`config.mk`:
```
export PLATFORM = sky130hd
export DESIGN_NAME = qpsk_mapper
export DESIGN_NICKNAME = d
export VERILOG_FILES = /design/src/rtl/qpsk_mapper.sv
export SDC_FILE = /design/constraint.sdc
export NUM_CORES = 1
export LEC_CHECK = 0
export CORE_MARGIN = 5
export CORE_UTILIZATION = 40
export CTS_BUF_LIST = sky130_fd_sc_hd__clkbuf_8 sky130_fd_sc_hd__clkbuf_16
export DETAILED_ROUTE_END_ITERATION = 10
export GPL_TIMING_DRIVEN = 0
export PLACE_DENSITY = 0.84
export SKIP_CTS_REPAIR_TIMING = 1
export SLEW_MARGIN = 10
export SYNTH_ARGS = -nofsm -noshare
export SYNTH_HDL_FRONTEND = slang
export SYNTH_SLANG_ARGS = --single-unit
export TNS_END_PERCENT = 20
```
`constraint.sdc`:
```
create_clock -name clk -period 2.4 [get_ports clk]
set_input_delay 0.24 -clock clk [delete_from_list [all_inputs] [get_ports clk]]
set_output_delay 0.24 -clock clk [all_outputs]
set_load 0.02 [all_outputs]
```
`src/rtl/qpsk_mapper.sv`:
```
// qpsk_mapper: maps 2-bit I/Q symbols to 12-bit two's-complement QPSK points
// and repeats each point SAMPLES_PER_SYM times as a rectangular-pulse
// baseband stream packed as {I[11:0], Q[11:0]}. Valid/ready on both sides.
// Optional macro QPSK_DIFF_EN selects differential Gray-coded encoding, in
// which the input symbol is a phase step added to a 2-bit accumulator.
module qpsk_mapper #(
  parameter int          SAMPLES_PER_SYM = 4,
  parameter logic [11:0] AMP             = 12'd1448
) (
  input  logic        clk,
  input  logic        rst,
  input  logic        in_valid,
  input  logic [1:0]  in_data,
  output logic        in_ready,
  output logic        out_valid,
  output logic [23:0] out_data,
  input  logic        out_ready
);

  typedef enum logic {
    IDLE = 1'b0,
    SEND = 1'b1
  } state_t;

  localparam logic [7:0]  LAST_CNT = 8'(SAMPLES_PER_SYM - 1);
  localparam logic [11:0] AMP_NEG  = ~AMP + 12'd1;

  state_t      state_q, state_d;
  logic [7:0]  cnt_q, cnt_d;
  logic [23:0] out_data_q, out_data_d;
  logic [23:0] point;
  logic        last_beat;
  logic        in_fire;
  logic        out_fire;

  // An axis bit of 1 means the negative amplitude.
  function automatic logic [11:0] axis_level(input logic neg);
    return neg ? AMP_NEG : AMP;
  endfunction

  assign last_beat = (cnt_q == LAST_CNT);
  assign out_valid = (state_q == SEND);
  // Accepting on the last repeat's fire lets bursts run back-to-back.
  assign in_ready  = (state_q == IDLE) | (out_ready & last_beat);
  assign in_fire   = in_valid & in_ready;
  assign out_fire  = out_valid & out_ready;
  assign out_data  = out_data_q;

`ifdef QPSK_DIFF_EN
  logic [1:0] acc_q, acc_d, phase_step;

  // Gray-coded phase step, then advance the accumulated phase on each accept.
  always_comb begin
    phase_step = 2'd0;
    case (in_data)
      2'b00:   phase_step = 2'd0;
      2'b10:   phase_step = 2'd1;
      2'b11:   phase_step = 2'd2;
      2'b01:   phase_step = 2'd3;
      default: phase_step = 2'd0;
    endcase
    acc_d = acc_q;
    if (in_fire) begin
      acc_d = acc_q + phase_step;
    end
  end

  // Quadrant of the new phase: 0=(+,+) 1=(-,+) 2=(-,-) 3=(+,-).
  always_comb begin
    point = {axis_level(acc_d[1] ^ acc_d[0]), axis_level(acc_d[1])};
  end

  // Phase accumulator register.
  always_ff @(posedge clk) begin
    if (!rst) begin
      acc_q <= 2'd0;
    end else begin
      acc_q <= acc_d;
    end
  end
`else
  // Direct mapping: I from bit 1, Q from bit 0.
  always_comb begin
    point = {axis_level(in_data[1]), axis_level(in_data[0])};
  end
`endif

  // Next-state logic: load a point on accept, count repeats as they fire.
  always_comb begin
    state_d    = state_q;
    cnt_d      = cnt_q;
    out_data_d = out_data_q;
    case (state_q)
      IDLE: begin
        if (in_fire) begin
          out_data_d = point;
          cnt_d      = 8'd0;
          state_d    = SEND;
        end
      end
      SEND: begin
        if (out_fire) begin
          if (!last_beat) begin
            cnt_d = cnt_q + 8'd1;
          end else if (in_fire) begin
            out_data_d = point;
            cnt_d      = 8'd0;
          end else begin
            cnt_d   = 8'd0;
            state_d = IDLE;
          end
        end
      end
      default: begin
        state_d = IDLE;
      end
    endcase
  end

  // State, repeat counter and output sample registers.
  always_ff @(posedge clk) begin
    if (!rst) begin
      state_q    <= IDLE;
      cnt_q      <= 8'd0;
      out_data_q <= 24'h0;
    end else begin
      state_q    <= state_d;
      cnt_q      <= cnt_d;
      out_data_q <= out_data_d;
    end
  end

endmodule

```
==> metrics.md, run 1 <==
| Metric | Value |
|---|---|
| P_int | between 0.4 and 0.5 mW |
| Hold_ws | 0.5139 ns |
| Fmax | 468.8 MHz |
| Num rows | 15 |
| Final Max Slew Viols | 0 |
| Fin crit share | 88.87% |
| DRC viols | 0 |
| Mapped Avg Cell Area | around 8.8 µm² |
| Largest family of logic cells by synthesized area | buffers and inverters |
| Lkg Pwr | around 0.46 nW |
| Post-synthesis mux area share | 4.082% |
| Post-synth top area cell | dfxtp_1 |
| Final ANT Viol Nets | 0 |
| Required time worst endpoint | approximately 2.2 ns |
| Final setup margin | ~0.27 ns |
| CTS sink count | 14 |
| Grt ovf | 0 |
| Layout cells sized above 1 | between 20% and 30% |
| Clock Tree Root | clkbuf_8 |
| Status | finished, final reports clean |
| IR drop worst, VDD | 0.3577 mV |
| Sw Share | 25.70% |
| Slowest CP cell | or4_4 |
| Filler instances | approximately 160 |
| Clock transition at the registers of the reported paths | roughly 0.060 ns |
| Sequential share of the synthesized area | around two fifths |
| FFs w/ async S/R, synth | 0% |
| ANT cells | 0 |
| Setup crit end kind | primary output |
| Count of cell types in the netlist | 26 |
| Final setup fails | 0 |
| Vias in the first global route | ~550 |
| Least-Margin Pin Slew | between 0.6 and 0.7 ns |
| P per Cell Area | between 500 and 600 nW/µm² |
| Vias | 631 |
| Cell Area, Synth | 735.7 µm² |
| Number of DRC markers in iteration 0 | 14 |
| Clk pwr share | a little over a third |
| Placeable Area | between 1500 and 2000 µm² |
| Drt first pass iters | 4 |
| Die X | ~53 µm |
| Synth Area in Compound Gates | a little over a tenth |
| Die area | roughly 2800 µm² |
| Clock Path Buffers | 2 |
| Synth top cells by count | buf_4, dfxtp_1, nor2_1, a21oi_1, xnor2_1 |
| Hpwl dp | 1270 µm |
| HP Class | flop to flop |
| IO Pins | 32 |
| Number of port buffers | 25 |
| Largest stage delay, worst path | around 0.54 ns |
| Unrepaired setup endpoints after global routing | false |
| First-pass GRT wire length | around 2400 µm |
| RePlAce Congestion | ~0.84 |
| Crit path cell chain | or4_4, o41a_1, inv_2, dlymetal6s2s_1 |
| Nets | 126 |
| Max Fanout on Critical Path | 7 |
| Mean routed wirelength per cell | ~11 µm |
| Layout Area Growth over Synthesis | 48.64% |
| Placement Setup Slack | approximately 0.16 ns |
| Via density | 4.413 |
| CTS tree | done |
| Number of synthesized flops with an enable pin | 0 |
| Largest cells by area after synthesis | dfxtp_1, buf_4, xnor2_1 |
| Drt total wl | roughly 1600 µm |
| Worst rel slew slack | between 50% and 60% |
| Logic pwr share | a little under a quarter |
| Yosys top cell area share | a little under two fifths |
| Antenna violations before repair | 0 |
| Top-count cell post-synth | buf_4 |
| CP Class | flop to primary output |
| Post-synthesis simple-gate area fraction | between 10% and 20% |
| Starting Density | 42.15% |
| Largest net degree at the start of global routing | 9 |
| Minimum clock period | 2.133 ns |
| GRT Overall Usage | between 10% and 20% |
| Hold Violations, Final | 0 |
| Total CTS buffers | 3 |
| Clk_skew | 0.002208 ns |
| Xor/xnor cell area share of the yosys netlist | 7.143% |
| Critical Path AT | 1.89 ns |
| Clk_lat worst skew | 0.24 ns |
| Seq pwr share | 40.4% |
| CTS H-tree lvls | 1 |
| Switching Power | between 0.15 and 0.2 mW |
| #FFs+latches synth | 14 |
| MaxCap Viol Count | 0 |
| Total power | just over 0.6 mW |
| Die H | ~53 µm |
| Adder-cell share of the synthesized area | 1.701% |
| TNS Setup | 0 ns |
| Synth Instances | 84 |
| Synth Warn # | 0 |
| Type of origin of the critical path | flop |
| Ys flop type | dfxtp_1 |
worst paths after layout:
kind	from	end	slack (ns)	cells after the start
max reg2reg	cnt_q[2]$_SDFFE_PN0P_	out_data[22]$_SDFFE_PN0P_	0.61	4
min	out_data[15]$_SDFFE_PN0P_	out_data[15]$_SDFFE_PN0P_	0.51	2
max	cnt_q[2]$_SDFFE_PN0P_	in_ready	0.27	4
min reg2reg	out_data[15]$_SDFFE_PN0P_	out_data[15]$_SDFFE_PN0P_	0.51	2
critical path, delay by kind of cell (launching register included):
family | cells | cell delay (ns)
AO/OA/AOI/OAI | 1 | 0.39
buffers and inverters | 2 | 0.38
flip-flops | 1 | 0.34
AND/OR/NAND/NOR | 1 | 0.54
power groups by stage:
stage / Combinational (mW) / Clock (mW) / Sequential [mW]
2_1_floorplan: 0.0784 / 0 / 0.263
3_3_place_gp: 0.141 / 0 / 0.256
3_5_place_dp: 0.144 / 0 / 0.256
4_1_cts: 0.145 / 0.234 / 0.251
5_1_grt: 0.154 / 0.248 / 0.253
6_report: 0.144 / 0.226 / 0.251
layout make-up:
class,count,area [µm²],area share [%]
multi-input cells,53,320.3,29.29
flip-flops and latches,14,280.3,25.63
repair buffers,25,252.7,23.11
plain buffers,19,142.6,13.04
clock buffers,4,55.05,5.034
well taps,25,31.28,2.860
inverters,3,11.26,1.030
metal layers:
layer	vias up	share of wire [%]	GRT usage, %
li1	327	-	-
met1	274	41	13.44
met2	26	46	19.01
met3	4	11	3.662
met4	0	1.8	7.660
met5	-	0	0
registers in the layout, summed over array words and instances, names as in the netlist:
name       flops
cnt_q          8
out_data       5
out_valid      1
cells by family (layout without fill, tap and decap cells):
group / after synthesis / in the layout
AOI/OAI and AO/OA: 13 / 13
xor gates and xnor gates: 6 / 6
adders and majority gates: 1 / 1
buffers and inverters: 22 / 51
DFF: 14 / 14
muxes: 3 / 3
other: 1 / 6
and+or+nand+nor: 24 / 24
metrics by stage:
step           cell area (µm²)  utilization, %  std cells
6_report                  1094           62.65        143
5_1_grt                   1094           62.65        143
4_1_cts                   1091           62.51        143
3_5_place_dp              1036           59.35        139
3_3_place_gp              1036           59.35        139
2_1_floorplan            754.5               -         89
layout by cell type (no fill, tap or decap), types with 2 or more instances in the layout:
cell and count:
a21oi_1 6, nor3_1 3, xnor2_1 5, nand3_1 3
clkdlybuf4s50_1 24, nor2_1 9, o21ai_0 3, dfxtp_1 14
nand2_1 2, inv_1 2, conb_1 6, clkbuf_8 4
buf_4 19, mux2i_1 3
(Power assumes the default switching activity.)
==> run 2: changes to the inputs <==
Settings changed: SKIP_LAST_GASP set to 1.
==> results of run 2 <==
The final DEF is identical to that of run 1; final timing and power are the same.
==> run 3: changes to the inputs <==
Settings changed: GPL_ROUTABILITY_DRIVEN set to 0.
==> results of run 3 <==
The final DEF is identical to that of run 1; final timing and power are the same.
